`src/rtl/perf_monitor_if.sv`:
```
// Control and counter bundle between the pipeline harness and perf_monitor.
// master drives the event strobes; slave (the monitor) returns the counters and state.
interface perf_monitor_if #(
  parameter int CNT_W = 32
);
  logic             start_i;
  logic             clear_i;
  logic             stall_i;
  logic             branch_i;
  logic             flush_i;
  logic             retire_i;
  logic [CNT_W-1:0] cycle_cnt_o;
  logic [CNT_W-1:0] stall_cnt_o;
  logic [CNT_W-1:0] flush_cnt_o;
  logic [CNT_W-1:0] retire_cnt_o;
  logic [1:0]       state_o;
  logic             halt_o;

  modport master (
    output start_i, clear_i, stall_i, branch_i, flush_i, retire_i,
    input  cycle_cnt_o, stall_cnt_o, flush_cnt_o, retire_cnt_o, state_o, halt_o
  );

  modport slave (
    input  start_i, clear_i, stall_i, branch_i, flush_i, retire_i,
    output cycle_cnt_o, stall_cnt_o, flush_cnt_o, retire_cnt_o, state_o, halt_o
  );
endinterface

```
`src/rtl/perf_monitor.sv`:
```
// Pipeline performance monitor: saturating event counters plus a run/done/timeout FSM.
// Counts are visible one cycle after the event; no backpressure, every cycle is sampled.
module perf_monitor #(
  parameter int CNT_W       = 32,
  parameter int MAX_CYCLES  = 64,
  parameter int IDLE_WINDOW = 8
) (
  input  logic                  clk_i,
  input  logic                  rst_i,
  perf_monitor_if.slave         bus
);
  localparam int RW = $clog2(MAX_CYCLES + 1);
  localparam int IW = $clog2(IDLE_WINDOW + 1);
  localparam logic [RW-1:0] RUN_LIM  = RW'(MAX_CYCLES);
  localparam logic [IW-1:0] IDLE_LIM = IW'(IDLE_WINDOW);

  typedef enum logic [1:0] {
    IDLE    = 2'd0,
    RUN     = 2'd1,
    DONE    = 2'd2,
    TIMEOUT = 2'd3
  } state_e;

  state_e           state_q, state_d;
  logic [CNT_W-1:0] cyc_q, cyc_d;
  logic [CNT_W-1:0] stall_q, stall_d;
  logic [CNT_W-1:0] flush_q, flush_d;
  logic [CNT_W-1:0] retire_q, retire_d;
  logic [RW-1:0]    run_q, run_d;
  logic [IW-1:0]    idle_q, idle_d;
  logic             armed_q, armed_d;

  function automatic logic [CNT_W-1:0] sat_inc(input logic [CNT_W-1:0] v);
    return (&v) ? v : v + CNT_W'(1);
  endfunction

  always_comb begin
    state_d  = state_q;
    cyc_d    = cyc_q;
    stall_d  = stall_q;
    flush_d  = flush_q;
    retire_d = retire_q;
    run_d    = run_q;
    idle_d   = idle_q;
    armed_d  = armed_q;
    if (bus.clear_i) begin
      state_d  = IDLE;
      cyc_d    = '0;
      stall_d  = '0;
      flush_d  = '0;
      retire_d = '0;
      run_d    = '0;
      idle_d   = '0;
      armed_d  = 1'b0;
    end else begin
      case (state_q)
        IDLE: begin
          if (bus.start_i) state_d = RUN;
        end
        RUN: begin
          cyc_d = sat_inc(cyc_q);
          if (bus.stall_i && !bus.branch_i) stall_d = sat_inc(stall_q);
          if (bus.flush_i)  flush_d  = sat_inc(flush_q);
          if (bus.retire_i) retire_d = sat_inc(retire_q);
          // run_q never saturates, so the cycle limit still fires once the visible counter has capped
          run_d = run_q + RW'(1);
          if (bus.retire_i) begin
            idle_d  = '0;
            armed_d = 1'b1;
          end else if (armed_q) begin
            idle_d = idle_q + IW'(1);
          end
          if (run_d == RUN_LIM) begin
            state_d = TIMEOUT;
          end else if (armed_q && !bus.retire_i && idle_d == IDLE_LIM) begin
            state_d = DONE;
          end
        end
        default: ;
      endcase
    end
  end

  always_ff @(posedge clk_i or negedge rst_i) begin
    if (!rst_i) begin
      state_q  <= IDLE;
      cyc_q    <= '0;
      stall_q  <= '0;
      flush_q  <= '0;
      retire_q <= '0;
      run_q    <= '0;
      idle_q   <= '0;
      armed_q  <= 1'b0;
    end else begin
      state_q  <= state_d;
      cyc_q    <= cyc_d;
      stall_q  <= stall_d;
      flush_q  <= flush_d;
      retire_q <= retire_d;
      run_q    <= run_d;
      idle_q   <= idle_d;
      armed_q  <= armed_d;
    end
  end

  assign bus.cycle_cnt_o  = cyc_q;
  assign bus.stall_cnt_o  = stall_q;
  assign bus.flush_cnt_o  = flush_q;
  assign bus.retire_cnt_o = retire_q;
  assign bus.state_o      = state_q;
  assign bus.halt_o       = (state_q == DONE) || (state_q == TIMEOUT);
endmodule

```
`src/flat_wrapper.sv`:
```
// flat-port wrapper written by rule: the top's interface ports become plain ports
module perf_monitor_flat 
#(
  parameter int CNT_W       = 32,
  parameter int MAX_CYCLES  = 64,
  parameter int IDLE_WINDOW = 8
)
  (clk_i, rst_i, bus_start_i, bus_clear_i, bus_stall_i, bus_branch_i, bus_flush_i, bus_retire_i, bus_cycle_cnt_o, bus_stall_cnt_o, bus_flush_cnt_o, bus_retire_cnt_o, bus_state_o, bus_halt_o);
  perf_monitor_if #(.CNT_W(CNT_W)) bus_i ();
  input  logic clk_i;
  input  logic rst_i;
  input wire logic [$bits(bus_i.start_i)-1:0] bus_start_i;
  input wire logic [$bits(bus_i.clear_i)-1:0] bus_clear_i;
  input wire logic [$bits(bus_i.stall_i)-1:0] bus_stall_i;
  input wire logic [$bits(bus_i.branch_i)-1:0] bus_branch_i;
  input wire logic [$bits(bus_i.flush_i)-1:0] bus_flush_i;
  input wire logic [$bits(bus_i.retire_i)-1:0] bus_retire_i;
  output wire logic [$bits(bus_i.cycle_cnt_o)-1:0] bus_cycle_cnt_o;
  output wire logic [$bits(bus_i.stall_cnt_o)-1:0] bus_stall_cnt_o;
  output wire logic [$bits(bus_i.flush_cnt_o)-1:0] bus_flush_cnt_o;
  output wire logic [$bits(bus_i.retire_cnt_o)-1:0] bus_retire_cnt_o;
  output wire logic [$bits(bus_i.state_o)-1:0] bus_state_o;
  output wire logic [$bits(bus_i.halt_o)-1:0] bus_halt_o;
  assign bus_i.start_i = bus_start_i;
  assign bus_i.clear_i = bus_clear_i;
  assign bus_i.stall_i = bus_stall_i;
  assign bus_i.branch_i = bus_branch_i;
  assign bus_i.flush_i = bus_flush_i;
  assign bus_i.retire_i = bus_retire_i;
  assign bus_cycle_cnt_o = bus_i.cycle_cnt_o;
  assign bus_stall_cnt_o = bus_i.stall_cnt_o;
  assign bus_flush_cnt_o = bus_i.flush_cnt_o;
  assign bus_retire_cnt_o = bus_i.retire_cnt_o;
  assign bus_state_o = bus_i.state_o;
  assign bus_halt_o = bus_i.halt_o;
  perf_monitor #(.CNT_W(CNT_W), .MAX_CYCLES(MAX_CYCLES), .IDLE_WINDOW(IDLE_WINDOW)) u_core (.clk_i(clk_i), .rst_i(rst_i), .bus(bus_i));
endmodule
```
`config.mk`:
```
export PLATFORM = sky130hd
export DESIGN_NAME = perf_monitor_flat
export DESIGN_NICKNAME = d
export VERILOG_FILES = /design/src/rtl/perf_monitor_if.sv /design/src/rtl/perf_monitor.sv /design/src/flat_wrapper.sv
export SDC_FILE = /design/constraint.sdc
export NUM_CORES = 1
export LEC_CHECK = 0
export BUFFER_PORTS_ARGS = -buffer_cell sky130_fd_sc_hd__clkbuf_2
export CELL_PAD_IN_SITES_DETAIL_PLACEMENT = 2
export CELL_PAD_IN_SITES_GLOBAL_PLACEMENT = 2
export CORE_MARGIN = 1
export CORE_UTILIZATION = 38
export CTS_BUF_LIST = sky130_fd_sc_hd__clkbuf_8
export CTS_CLUSTER_SIZE = 20
export DETAILED_ROUTE_END_ITERATION = 6
export HOLD_SLACK_MARGIN = 0.08
export PLACE_DENSITY = 0.92
export SYNTH_ARGS = -nofsm -noshare
export SYNTH_HDL_FRONTEND = slang
export SYNTH_SLANG_ARGS = --single-unit
```
`constraint.sdc`:
```
create_clock -name clk_i -period 3.8 [get_ports clk_i]
set_input_delay 0 -clock clk_i [delete_from_list [all_inputs] [get_ports clk_i]]
set_output_delay 0 -clock clk_i [all_outputs]
set_load 0.005 [all_outputs]
```
==> results.toml <==
[run_status]
status = "complete, no violations"

[route]
wl_per_cell_um = 20.10
totalWireLength_um = 25670
viasPerCell = 6.087
drc = 0
ant_nets = 0
vias = 7773
dr.pass1.iters = 4
drt_iter0_drc = 249

[critical_path]
cp_max_fo = 17
critPathCaptureType = "flop"
reg2reg_setup_slack_ns = 0.89
required_ns = 4.19
crit_type = "flop to flop"
startpoint_type = "flop"
arrival_ns = 3.30
r2r_cells = 6
r2r-start = "u_core.bus.retire_cnt_o[0]"
worstReg2RegEnd = "u_core.bus.retire_cnt_o[2]"

[layout]
fin_cells = 1277
multi_input_area_um2 = 4124
final_util = 0.4595
fin_nets = 1008
drive_above_1_share = 0.2125
area_delta_synth_final_pct = 17.81
seqCellArea_um2 = 3553
final_cell_mix = "dfrtp_1, clkbuf_2, a21oi_1"
final_common_cell = "dfrtp_1"
antenna_cells = 0
fillCellCount = 2306

[clock_network]
worstSkewPairLatency_ns = 0.46
cts_tree = "done"
clkTransAtPathRegs_ns = 0.09
cts_sinks = 142
cts_buffers = 17
clk_path_buf_depth = 2
htreeDepth = 4
postCtsSetupBuffers = 0
cts-root-buf = "clkbuf_8"

[floorplan]
die_h_um = 146.3
rows = 52
start_util = 0.3900
io_pins = 139
dieArea_um2 = 21420
core_area_um2 = 20300
die_w_um = 146.3

[sta]
fin_crit_sh = 0.7665
fin_skew_ns = 0.01336
slew_headroom = 0.3827
final.min_clock_period_ns = 2.913
fmax_ghz = 0.3433
final.setup.tns_ns = 0
worst_pin_slew_ns = 0.9191
hold_viol_final = 0
rsz0062_at_grt = "false"
slew_violations = 0
setup_viol = 0
worst_slack_ns = 0.8873

[power_and_ir_drop]
power_density_nw_per_um2 = 317.9
peakVddDrop_uv = 189.1
p_leak_nw = 3.813

[grt]
grt_pass1_vias = 8121
globalRoute.totalOverflow = 0
grtUsageTotal = 0.2434
antenna_found_initial = 0
grt_first_pass_wirelength_um = 42320
grt_max_degree = 64

[yosys]
synth_nets = 877
synth_edf_count = 0
synth_area_um2 = 7918
ys_seq_area_frac = 0.4488
synth_ff_type = "dfrtp_1"
synth_top_area_cell = "dfrtp_1"
synth_area_per_cell_um2 = 9.175
syn_inst = 863
synth.top_cells.by_area = "dfrtp_1, a21oi_1, or3_1, o21ai_0, nand2_1"
synth_top_area_share = 0.4488
netlist-cell-type-count = 68
synth_async_sr_flop_share = 1.000
yosysWarningCount = 0
yosys_register_bits = 142

[place]
preCtsSetupSlack_ns = 0.9484
dp_hpwl_um = 17430
port_buffers = 138
place_inst = 1238
gp_routability_congestion = 0.8074

[job]
drv_cap = 0

[worst_hold_path]
hp-class = "primary input to async pin"
-- logic make-up after synthesis --
group           after synthesis  synth area share
simple gates                389            0.2827
compound gates              221            0.1735
flops                       142            0.4488
buf+inv                      60           0.03113
xor+xnor                     31           0.03429
mux                          14           0.02007
fa+ha+maj                     6          0.009481
-- worst max path at each step --
stage	from	to	slack (ns)	depth (start not counted)
4_1_cts	u_core.bus.retire_cnt_o[0]	u_core.bus.retire_cnt_o[2]	0.84	6
5_1_grt	u_core.bus.retire_cnt_o[0]	u_core.bus.retire_cnt_o[2]	0.66	6
3_3_place_gp	u_core.bus.flush_cnt_o[17]	u_core.bus.flush_cnt_o[25]	1.07	5
3_5_place_dp	u_core.bus.retire_cnt_o[0]	u_core.bus.retire_cnt_o[9]	0.95	6
2_1_floorplan	u_core.bus.flush_cnt_o[22]	u_core.bus.flush_cnt_o[23]	1.52	6
6_report	u_core.bus.retire_cnt_o[0]	u_core.bus.retire_cnt_o[2]	0.89	6
-- cell usage after synthesis, types with 5 or more instances --
cell type,number
nor2b_1,11
nand2_1,68
a21oi_1,89
or4_1,32
nor2_1,58
nor3_1,12
xor2_1,10
mux2_2,9
o31a_1,5
nand4_1,28
o31ai_1,29
nor4_1,19
a211oi_1,5
clkbuf_1,32
and3_1,14
buf_1,5
ha_1,6
or3_1,50
xnor2_1,21
and4_1,19
inv_1,17
dfrtp_1,142
o21ai_0,54
nand3_1,40
o21a_1,5
nor4b_1,5
-- state kept, by name, summed over array words and instances, names as in the netlist --
name and count:
u_core.idle_q 4, u_core.bus.state_o 2, u_core.bus.stall_cnt_o 32, u_core.run_q 7, u_core.armed_q 1, u_core.bus.flush_cnt_o 32, u_core.bus.retire_cnt_o 32, u_core.bus.cycle_cnt_o 32
-- worst max-delay path, cell delays in order, from the launching register on --
cell	delay [ns]
dfrtp_1	0.50
ha_1	0.25
nand3_1	0.24
or4_1	0.69
nor3_2	0.70
o21ai_0	0.28
a21oi_1	0.19
-- metal layers --
metal  wire length, um  track usage
met5                 0            0
met4               539      0.08750
met3               832      0.04031
met2             13010       0.4229
met1             11290       0.3038
-- metrics by stage --
stage	total power [mW]	hold slack [ns]	instance area, um^2
2_1_floorplan	1.617	-0.2956	7918
3_3_place_gp	1.686	0.04276	8850
3_5_place_dp	1.693	0.04689	8850
4_1_cts	3.000	0.1074	9328
5_1_grt	3.071	0.1459	9328
6_report	2.966	0.1019	9328
-- cell type report --
| type | instances | share of cell area |
|---|---|---|
| clock buffer | 17 | 0.02508 |
| clock inverter | 15 | 0.01865 |
| inverter | 18 | 0.007243 |
| multi-input combinational | 661 | 0.4421 |
| sequential | 142 | 0.3810 |
| tap | 270 | 0.03622 |
| timing repair buffer | 154 | 0.08974 |
-- power by group --
group / internal (mW) / total (mW) / switching [mW]
registers: 1.52 / 1.53 / 0.0146
logic: 0.0334 / 0.134 / 0.101
clock network: 0.645 / 1.30 / 0.654
-- what timing repair did --
action / 4_1_cts / 5_1_grt
resized for setup: 0 / 0
hold buffers: 7 / 0
endpoints found under the hold margin: 103 / 0
Note: power is estimated with default switching activity, not from simulation.
